[config.mk]
export PLATFORM = sky130hd
export DESIGN_NAME = mem_arbiter
export DESIGN_NICKNAME = d
export VERILOG_FILES = /design/src/rtl/mem_arbiter.sv
export SDC_FILE = /design/constraint.sdc
export NUM_CORES = 1
export LEC_CHECK = 0
export CAP_MARGIN = 20
export CORE_AREA = 2 2 62 123
export CTS_BUF_LIST = sky130_fd_sc_hd__clkbuf_4
export DETAILED_ROUTE_END_ITERATION = 10
export DIE_AREA = 0 0 64 125
export DONT_BUFFER_PORTS = 1
export SKIP_CTS_REPAIR_TIMING = 1
export SLEW_MARGIN = 0
export SYNTH_ARGS = -nofsm -noshare
export SYNTH_HDL_FRONTEND = slang
export SYNTH_SLANG_ARGS = --single-unit
[constraint.sdc]
create_clock -name clk_i -period 5 [get_ports clk_i]
set_input_delay 1.25 -clock clk_i [delete_from_list [all_inputs] [get_ports clk_i]]
set_output_delay 1.25 -clock clk_i [all_outputs]
set_load 0.1 [all_outputs]
[src/rtl/mem_arbiter.sv]
// Two-requester round-robin arbiter in front of a single busy/settle memory port.
// Define MEM_ARBITER_TIMEOUT_EN to build in the ISSUE/WAIT watchdog that ends a stalled access with err_o.
module mem_arbiter #(
  parameter int DATA_WIDTH     = 16,
  parameter int ADDR_WIDTH     = 10,
  parameter int SETTLE_CYCLES  = 3,
  parameter int TIMEOUT_CYCLES = 8000
) (
  input  logic                    clk_i,
  input  logic                    rst_ni,
  input  logic [1:0]              req_i,
  input  logic [1:0]              we_i,
  input  logic [2*ADDR_WIDTH-1:0] addr_i,
  input  logic [2*DATA_WIDTH-1:0] wdata_i,
  output logic [1:0]              gnt_o,
  output logic [1:0]              done_o,
  output logic [1:0]              err_o,
  output logic [DATA_WIDTH-1:0]   rdata_o,
  output logic                    mem_wr_o,
  output logic [ADDR_WIDTH-1:0]   mem_addr_o,
  output logic [DATA_WIDTH-1:0]   mem_data_o,
  input  logic                    mem_busy_i,
  input  logic [DATA_WIDTH-1:0]   mem_data_i
);

  typedef enum logic [2:0] {
    S_IDLE   = 3'd0,
    S_ISSUE  = 3'd1,
    S_WAIT   = 3'd2,
    S_SETTLE = 3'd3,
    S_DONE   = 3'd4
  } state_e;

  state_e                  state_q, state_d;
  logic                    rr_q, rr_d;       // 1: B is favoured on a tie
  logic                    win_q, win_d;     // 1: B owns the transaction
  logic                    we_q, we_d;
  logic [ADDR_WIDTH-1:0]   addr_q, addr_d;
  logic [DATA_WIDTH-1:0]   wdata_q, wdata_d;
  logic [DATA_WIDTH-1:0]   rdata_q, rdata_d;
  logic [1:0]              gnt_q, gnt_d;
  logic [1:0]              done_q, done_d;
  logic [1:0]              err_q, err_d;
  logic                    mem_wr_q, mem_wr_d;
  logic [7:0]              cnt_q, cnt_d;
  logic                    pick_b_s;
  logic                    tmo_s;
  logic [1:0]              win_oh_s;

`ifdef MEM_ARBITER_TIMEOUT_EN
  logic [15:0]             wdog_q, wdog_d;

  // Watchdog counts every cycle spent in ISSUE or WAIT and restarts elsewhere.
  always_comb begin
    wdog_d = 16'd0;
    if ((state_q == S_ISSUE) || (state_q == S_WAIT)) begin
      wdog_d = wdog_q + 16'd1;
    end else begin
      wdog_d = 16'd0;
    end
    tmo_s = (wdog_q == 16'(TIMEOUT_CYCLES));
  end

  // Watchdog counter register.
  always_ff @(posedge clk_i) begin
    if (!rst_ni) begin
      wdog_q <= 16'd0;
    end else begin
      wdog_q <= wdog_d;
    end
  end
`else
  logic unused_tmo_s;
  assign unused_tmo_s = ^16'(TIMEOUT_CYCLES);
  assign tmo_s        = 1'b0;
`endif

  assign pick_b_s = req_i[1] & (~req_i[0] | rr_q);
  assign win_oh_s = win_q ? 2'b10 : 2'b01;

  // Next-state, request latching and registered-output decode.
  always_comb begin
    state_d = state_q;
    rr_d    = rr_q;
    win_d   = win_q;
    we_d    = we_q;
    addr_d  = addr_q;
    wdata_d = wdata_q;
    rdata_d = rdata_q;
    cnt_d   = cnt_q;
    gnt_d   = 2'b00;
    done_d  = 2'b00;
    err_d   = 2'b00;
    case (state_q)
      S_IDLE: begin
        if (req_i != 2'b00) begin
          state_d = S_ISSUE;
          win_d   = pick_b_s;
          rr_d    = ~pick_b_s;
          we_d    = pick_b_s ? we_i[1] : we_i[0];
          addr_d  = pick_b_s ? addr_i[2*ADDR_WIDTH-1 -: ADDR_WIDTH] : addr_i[ADDR_WIDTH-1:0];
          wdata_d = pick_b_s ? wdata_i[2*DATA_WIDTH-1 -: DATA_WIDTH] : wdata_i[DATA_WIDTH-1:0];
          gnt_d   = pick_b_s ? 2'b10 : 2'b01;
        end else begin
          state_d = S_IDLE;
        end
      end
      S_ISSUE: begin
        if (tmo_s) begin
          state_d = S_DONE;
          err_d   = win_oh_s;
        end else if (mem_busy_i) begin
          state_d = S_WAIT;
        end else begin
          state_d = S_ISSUE;
        end
      end
      S_WAIT: begin
        if (tmo_s) begin
          state_d = S_DONE;
          err_d   = win_oh_s;
        end else if (!mem_busy_i) begin
          state_d = S_SETTLE;
          cnt_d   = 8'(SETTLE_CYCLES);
        end else begin
          state_d = S_WAIT;
        end
      end
      S_SETTLE: begin
        if (cnt_q == 8'd0) begin
          state_d = S_DONE;
          done_d  = win_oh_s;
          if (!we_q) begin
            rdata_d = mem_data_i;
          end else begin
            rdata_d = rdata_q;
          end
        end else begin
          cnt_d = cnt_q - 8'd1;
        end
      end
      S_DONE: begin
        state_d = S_IDLE;
      end
      default: begin
        state_d = S_IDLE;
      end
    endcase
    mem_wr_d = ((state_d == S_ISSUE) || (state_d == S_WAIT)) ? we_d : 1'b0;
  end

  // State and output registers.
  always_ff @(posedge clk_i) begin
    if (!rst_ni) begin
      state_q  <= S_IDLE;
      rr_q     <= 1'b0;
      win_q    <= 1'b0;
      we_q     <= 1'b0;
      addr_q   <= '0;
      wdata_q  <= '0;
      rdata_q  <= '0;
      cnt_q    <= 8'd0;
      gnt_q    <= 2'b00;
      done_q   <= 2'b00;
      err_q    <= 2'b00;
      mem_wr_q <= 1'b0;
    end else begin
      state_q  <= state_d;
      rr_q     <= rr_d;
      win_q    <= win_d;
      we_q     <= we_d;
      addr_q   <= addr_d;
      wdata_q  <= wdata_d;
      rdata_q  <= rdata_d;
      cnt_q    <= cnt_d;
      gnt_q    <= gnt_d;
      done_q   <= done_d;
      err_q    <= err_d;
      mem_wr_q <= mem_wr_d;
    end
  end

  assign gnt_o      = gnt_q;
  assign done_o     = done_q;
  assign err_o      = err_q;
  assign rdata_o    = rdata_q;
  assign mem_wr_o   = mem_wr_q;
  assign mem_addr_o = addr_q;
  assign mem_data_o = wdata_q;

endmodule

# Word-level counts from Yosys, hierarchy flattened

Index checks and enable logic that the tools add are counted.

Input port bits: 75
Flip-flop bits (word level): 61
Output and inout bits: 49

$add $sub $neg: 1
Bitwise logic cells: 5
Eq/ne operators: 7
Reduce and logical (&&, ||, !) cells: 11
Multiplexer cells: 15

Operators by type and width:

| operator                                          | number |
|---|---|
| two-way mux 16 bit                                | 1 |
| two-way mux 8 bit                                 | 2 |
| case mux 8 bit (2 select lines)                   | 1 |
| case mux 3 bit (4 select lines)                   | 1 |
| AND reduction 3 bit                               | 4 |
| two-way mux 10 bit                                | 1 |
| == test 3 x 2 -> 1 bit (second input constant)    | 3 |
| logical NOT 8 bit                                 | 1 |
| subtractor 8 x 1 -> 8 bit (second input constant) | 1 |
| == test 3 x 1 -> 1 bit (second input constant)    | 2 |
| two-way mux 2 bit                                 | 3 |
| two-way mux 1 bit                                 | 5 |
| != test 2 bit (second input constant)             | 2 |
| AND reduction 2 bit                               | 2 |
| nonzero test 2 bit                                | 2 |
| logical NOT 3 bit                                 | 1 |
| two-way mux 3 bit                                 | 1 |
| inverter 1 bit                                    | 3 |
| bitwise AND 1 bit                                 | 1 |
| logical OR 1 bit                                  | 1 |
| OR 1 bit                                          | 1 |

# Depth between registers and ports, before layout

Gate-level depths: netlist of the first run.

Depth after elaboration: 6
Mapped depth: 7
Mapped depth without buffers: 6

# Worst setup path after synthesis of the first run

No wires, ideal clock.

Path kind: input to register
Start: input req_i[0]
End: register wdata_q[10] (netlist: mem_data_o[10])
Cell stages on the path: 6
Buffers on the path: 2
Required time: 4.878 ns
Slack: 2.686 ns
Data arrival time: 2.192 ns
Library setup time: 0.122 ns
Cell sequence: nand2b_1 and4_1 clkbuf_1 clkbuf_1 and2_1 a221o_1

Word-level cells in the longest chain between the ends: 4
Elaborated cells on any way between the ends: 6
Classes of those cells: mux: 1; bitwise: 3; reduce/logical: 2

RTL lines:

| item                   | RTL line | source |
|---|---|---|
| start: declaration     | 11       | `input logic [1:0] req_i,` |
| inverter 1 bit         | 78       | `assign pick_b_s = req_i[1] & (~req_i[0] \| rr_q);` |
| OR 1 bit               | 78       |  |
| bitwise AND 1 bit      | 78       |  |
| two-way mux 16 bit     | 102      | `wdata_d = pick_b_s ? wdata_i[2*DATA_WIDTH-1 -: DATA_WIDTH] : wdata_i[DATA_WIDTH-1:0];` |
| end signal: assignment | 173      | `wdata_q <= wdata_d;` |
| end: declaration       | 39       | `logic [DATA_WIDTH-1:0] wdata_q, wdata_d;` |

Several ways; a longest one is shown, not always the timed one.
A chain may end at the register's enable or synchronous reset.

# Worst setup path in the final report of the first run

Start: register addr_q[9] (netlist: mem_addr_o[9])
End: output mem_addr_o[9]

RTL lines:

| item                     | RTL line | source |
|---|---|---|
| start: declaration       | 38       | `logic [ADDR_WIDTH-1:0] addr_q, addr_d;` |
| start signal: assignment | 172      | `addr_q <= addr_d;` |
| end: declaration         | 20       | `output logic [ADDR_WIDTH-1:0] mem_addr_o,` |

No word-level cell between the ends.

==> reports/metrics.csv, run 1 <==
stage,metric,value,unit
sta,grt_setup_unrepaired,false,
floorplan,io_pins,124,
critical_path,critPathMaxFanout,2,
yosys,synth-main-ff-cell,dfxtp_1,
sta,finalCritPeriodShare,52.9,%
final_layout,final_core_util,36.1,%
run,drv_cap,0,
pwr,clkPwrFrac,23.7,%
sta,slew_viol_final,0,
pwr,p_sw_share,41.3,%
route,drc,0,
cts,clk_latency,400,ps
cts,clkTransAtPathRegs,90,ps
route,drtAntennaViolNets,0,
floorplan,core_area,7100,µm²
final_layout,fin_cells,347,
pwr,power_leakage,0.945,nW
global_routing,antenna_found_initial,1,
global_routing,grt_start_max_net_pins,28,
yosys,synth-simple-area-share,23.6,%
placement,place_area,2440,µm²
route,routed-via-count,1923,
placement,place_inst,330,
critical_path,path_depth,0,
cts,root_buffer,clkbuf_4,
pwr,seqPwrFrac,67.3,%
global_routing,grt_pass1_wl,8750,µm
yosys,synth-adder-area-share,0.520,%
floorplan,initial_core_util,33.9,%
cts,cts_buffers,9,
route,routedWlPerCell,15.6,µm
yosys,synth.distinct_cells,43,
sta,timing.fmax,378,MHz
placement,numPortBuffers,0,
sta,post-route-min-period,2640,ps
yosys,synth_xor_area_share,1.09,%
global_routing,grt_pass1_vias,1803,
critical_path,start_kind,flop,
yosys,postSynth.asyncResetShare,0,%
yosys,syn-cell-area,2410,µm²
sta,setup_slack,2360,ps
sta,slew_headroom,29.3,%
final_layout,mostFrequentLayoutCells,"61 x dfxtp_1, 35 x nand2_1, 28 x and2_1, 26 x a221o_1, 21 x a21oi_1",
yosys,netlist_instances,253,
pwr,p_total,1.16,mW
hold_path,worstHoldPathCells,1,
final_layout,mostFrequentLayoutCell,dfxtp_1,
pwr,power_frac_comb,9.0,%
pwr,p_per_area,453,nW/µm²
critical_path,crit_required,3750,ps
critical_path,crit_type,reg2out,
yosys,synth_edf_count,0,
yosys,yosysWarnings,0,
cts,cts.sinks,61,
cts,cts_tree,done,
route,wirelength,5420,µm
floorplan,dieArea,8000,µm²
final_layout,finalInstanceArea,2570,µm²
yosys,synth_top_family_by_area,simple AND/OR/NAND/NOR gates,
yosys,synthMuxAreaShare,0.416,%
placement,place_ws,2110,ps
floorplan,die_h,125,µm
final_layout,syn_to_final_growth,6.66,%
pwr,p_int,0.682,mW
route,vias_per_cell,5.54,
sta,tightest_slew,1060,ps
floorplan,fp-row-count,44,
yosys,syn_avg_cell_area,9.51,µm²
pwr,p_sw,0.480,mW
yosys,ys_seq_elements,61,
placement,post-dp-hpwl,4010,µm
sta,finalSetupViolCount,0,
sta,final_hold_viol_count,0,
sta,holdWs,439,ps
cts,h-tree-depth,3,
final_layout,nNetsFinal,326,
floorplan,die_x,64,µm
yosys,yosysSeqAreaShare,50.8,%
critical_path,worstRegToRegCells,6,
outcome,outcome,completed,
route,drt-pass1-iter-count,4,
cts,clockBufferDepth,2,
global_routing,grt_usage,14.0,%
global_routing,overflow,0,
sta,final.setup_skew,8.93,ps
route,dr.first_iter.drc_count,101,
yosys,synth_compound_area_share,19.3,%
critical_path,critPathArrivalTime,1390,ps
final_layout,drive_gt1_share,7.48,%
pwr,ir_drop,0.000201,V
placement,place.gp.congestion,0.781,
sta,fin_tns_setup,0,ps
hold_path,hp-class,reg2reg,
critical_path,cp-end-kind,output port,
## final cells by class
type / count / area, µm²
inverters: 5 / 18.8
repair buffers: 1 / 15.0
diodes: 1 / 2.50
fillers: 737 / 4540
flip-flops and latches: 61 / 1220
multi-input cells: 172 / 1090
well taps: 92 / 115
clock inverters: 3 / 13.8
clock buffers: 12 / 90.1
## cell families after synthesis
logic type	count (synthesis)
muxes	1
buffers and inverters	21
xor gates and xnor gates	3
DFF	61
and+or+nand+nor	105
other	1
adders and majority gates	1
AOI/OAI and AO/OA	60
## worst paths after layout
| kind | end | start | slack, ps |
|---|---|---|---|
| max | mem_addr_o[9] | mem_addr_o[9] | 2360 |
| min | done_o[0] | win_q | 440 |
| max reg2reg | rdata_o[14] | cnt_q[0] | 2670 |
| min reg2reg | done_o[0] | win_q | 440 |
## cells in the mapped netlist, types with 2 or more instances
| library cell | count | area share (%) |
|---|---|---|
| a21oi_1 | 21 | 4.4 |
| nor3_1 | 8 | 1.7 |
| a221o_1 | 26 | 11 |
| inv_1 | 5 | 0.78 |
| nand4_1 | 2 | 0.52 |
| nand2_1 | 35 | 5.5 |
| nor2_1 | 10 | 1.6 |
| dfxtp_1 | 61 | 51 |
| and3b_1 | 2 | 0.73 |
| buf_4 | 2 | 0.62 |
| or4_1 | 2 | 0.62 |
| nand2b_1 | 3 | 0.78 |
| and2_1 | 28 | 7.3 |
| clkbuf_1 | 7 | 1.1 |
| o21ai_0 | 2 | 0.42 |
| buf_2 | 6 | 1.2 |
| a311oi_1 | 2 | 0.73 |
| nor4_1 | 2 | 0.52 |
| xnor2_1 | 2 | 0.73 |
| or3_1 | 2 | 0.52 |
| a211oi_1 | 2 | 0.62 |
| nand3_1 | 2 | 0.42 |
## registers in the layout, summed over array words and instances, names as in the netlist, 2 cells and up
name        flops
cnt_q           8
done_o          2
gnt_o           2
mem_addr_o     10
mem_data_o     16
rdata_o        16
state_q         3
## layer usage
layer  part of all wire, %  global-route usage [%]  vias to the layer above  wire length (µm)
met5                     0                       0                        -                 0
met4                   1.3                    5.37                        0                68
met3                    14                    8.09                        6               776
met2                    45                    21.6                      121              2430
met1                    40                    15.8                      880              2150
li1                      -                       -                      916                 -
## power by group through the flow
stage          Combinational, mW  Clock [mW]  Sequential (mW)
2_1_floorplan             0.0950           0            0.780
3_3_place_gp              0.0997           0            0.792
3_5_place_dp               0.104           0            0.792
4_1_cts                    0.104       0.287            0.782
5_1_grt                    0.119       0.313            0.787
6_report                   0.105       0.275            0.781
(Power assumes the default switching activity.)
==> inputs of run 2 (changes only) <==
==> constraint.sdc (replaced) <==
create_clock -name clk_i -period 2.2 [get_ports clk_i]
set_input_delay 0.55 -clock clk_i [delete_from_list [all_inputs] [get_ports clk_i]]
set_output_delay 0.55 -clock clk_i [all_outputs]
set_load 0.1 [all_outputs]
==> run 2 against run 1 <==
  * Utilization up 6.0 points
  * Power up 150%
  * Combinational power rose to 8.6 times the previous value
  * Sequential cell count unchanged
  * Critical path depth up 7
  * Routed wire length up 5.6%
  * Clock power rose to 2.7 times the previous value
  * Highest routed layer unchanged
  * Worst hold slack worse by 190 ps
  * Cell count up 15%
  * Sequential share of layout area down 6.8 points
  * Critical path type is now reg2reg
==> reports/metrics.csv, run 2 (synthesis results as in run 1) <==
stage,metric,value,unit,change
critical_path,critPathArrivalTime,2300,ps,+910 ps
global_routing,overflow,0,,unchanged
placement,post-dp-hpwl,4240,µm,+5.9%
run,drv_cap,0,,unchanged
critical_path,critPathMaxFanout,16,,+14
global_routing,grt_start_max_net_pins,28,,unchanged
route,drt-pass1-iter-count,4,,unchanged
floorplan,die_x,64,µm,unchanged
cts,cts.sinks,61,,unchanged
sta,timing.fmax,507,MHz,
route,drc,0,,unchanged
floorplan,fp-row-count,44,,unchanged
critical_path,start_kind,flop,,
sta,grt_setup_unrepaired,false,,
critical_path,cpLargestDelayFamily,simple AND/OR/NAND/NOR gates,,
sta,tightest_slew,629,ps,-431 ps
critical_path,critPathSlowestCell,or3b_2,,
placement,place_ws,218,ps,-1900 ps
final_layout,syn_to_final_growth,24.3,%,
route,drtAntennaViolNets,0,,unchanged
global_routing,antenna_found_initial,0,,-1
final_layout,mostFrequentLayoutCell,dfxtp_1,,
route,dr.first_iter.drc_count,48,,-52%
critical_path,crit_type,reg2reg,,
critical_path,r2r_slack,230,ps,-2440 ps
floorplan,initial_core_util,33.9,%,unchanged
global_routing,grt_pass1_vias,2078,,+15%
sta,final_hold_viol_count,0,,unchanged
pwr,power_leakage,1.24,nW,+31%
critical_path,r2r-start,cnt_q[0],,
outcome,outcome,completed,,
sta,setup_slack,226,ps,-2130 ps
cts,clkTransAtPathRegs,100,ps,about the same
pwr,p_int,1.76,mW,+160%
critical_path,r2r_end,rdata_o[4],,
critical_path,path_cells,"inv_1, ha_1, or3b_2, nor4_4, buf_4, nand2_1, a21oi_1",,
critical_path,worstRegToRegCells,7,,+1
pwr,p_sw_share,39.0,%,-2.3 points
floorplan,io_pins,124,,unchanged
critical_path,critical_path.max_stage_delay,540,ps,
cts,root_buffer,clkbuf_4,,
cts,cts_buffers,9,,unchanged
cts,h-tree-depth,3,,unchanged
route,routed-via-count,2040,,+6.1%
global_routing,grt_usage,15.2,%,+1.1 points
hold_path,worstHoldEndpoint,rr_q,,
sta,slew_headroom,57.5,%,+28 points
critical_path,crit_required,2530,ps,-1220 ps
pwr,seqPwrFrac,42.7,%,-25 points
pwr,p_total,2.88,mW,+150%
hold_path,worstHoldStart,req_i[1],,
final_layout,diodes,0,,-1
hold_path,worstHoldPathCells,1,,unchanged
pwr,clkPwrFrac,25.9,%,+2.2 points
final_layout,mostFrequentLayoutCells,"61 x dfxtp_1, 53 x buf_4, 35 x nand2_1, 28 x and2_1, 26 x a221o_1",,
final_layout,drive_gt1_share,23.7,%,+16 points
sta,post-route-min-period,1970,ps,
critical_path,critPathBufInv,2,,
pwr,ir_drop,0.000654,V,+230%
cts,cts_tree,done,,
hold_path,hp-class,in2reg,,
floorplan,dieArea,8000,µm²,unchanged
route,vias_per_cell,5.10,,-8.0%
floorplan,die_h,125,µm,unchanged
cts,clk_latency,400,ps,about the same
placement,place.gp.congestion,0.747,,-4.3%
floorplan,core_area,7100,µm²,unchanged
final_layout,final_core_util,42.1,%,+6.0 points
sta,holdWs,252,ps,-188 ps
placement,numPortBuffers,0,,unchanged
cts,clockBufferDepth,2,,unchanged
sta,slew_viol_final,0,,unchanged
critical_path,cp-end-kind,flop,,
sta,finalCritPeriodShare,89.7,%,
final_layout,finalInstanceArea,2990,µm²,+17%
placement,place_inst,383,,+16%
sta,finalSetupViolCount,0,,unchanged
pwr,p_sw,1.12,mW,+130%
global_routing,grt_pass1_wl,9530,µm,+8.9%
route,wirelength,5720,µm,+5.6%
route,routedWlPerCell,14.3,µm,-8.4%
final_layout,fillers,697,,-5.4%
sta,final.setup_skew,15.0,ps,+6.05 ps
sta,fin_tns_setup,0,ps,unchanged
pwr,power_frac_comb,31.3,%,+22 points
placement,place_area,2840,µm²,+16%
final_layout,nNetsFinal,379,,+16%
final_layout,fin_cells,400,,+15%
pwr,p_per_area,962,nW/µm²,+110%
-- run 2: cell types whose count changed in the layout (fill, tap and decap cells not counted), sizes merged --
cell,previous run,this run
buf,1,54
bufinv,0,1
clkbuf,12,11
clkinvlp,0,1
diode,1,0
-- run 2: final cells by class --
| type | count | area (µm²) | area share (%) |
|---|---|---|---|
| Inverter | 5 | 18.8 | 0.627 |
| Clock inverter | 5 | 51.3 | 1.71 |
| Timing Repair Buffer | 54 | 413 | 13.8 |
| Tap cell | 92 | 115 | 3.85 |
| Sequential cell | 61 | 1220 | 40.8 |
| Clock buffer | 11 | 82.6 | 2.76 |
| Multi-Input combinational cell | 172 | 1090 | 36.4 |
-- run 2: how the worst max path moves through the flow --
stage | startpoint | end | slack (ps) | cells past startpoint
detailed placement | state_q[1] | mem_addr_o[7] | 220 | 4
global route | cnt_q[0] | rdata_o[4] | 50 | 7
finish | cnt_q[0] | rdata_o[4] | 230 | 7
CTS | state_q[1] | mem_addr_o[3] | 180 | 4
global placement | cnt_q[0] | rdata_o[15] | 270 | 7
floorplan | cnt_q[0] | rdata_o[10] | 340 | 7
-- run 2: power groups by stage --
stage               Clock (mW)  Sequential (mW)  Combinational [mW]
finish                   0.747             1.23               0.902
global route             0.829             1.24               0.945
CTS                      0.783             1.23               0.900
detailed placement           0             1.26               0.898
global placement             0             1.25               0.887
floorplan                    0             1.77               0.216
-- run 2: per-layer routing --
metal,vias to the layer above,track usage [%],wire (µm)
met3,6,7.01,572
met5,-,0,0
li1,1014,-,-
met4,0,5.75,66
met2,104,24.0,2660
met1,916,17.6,2420
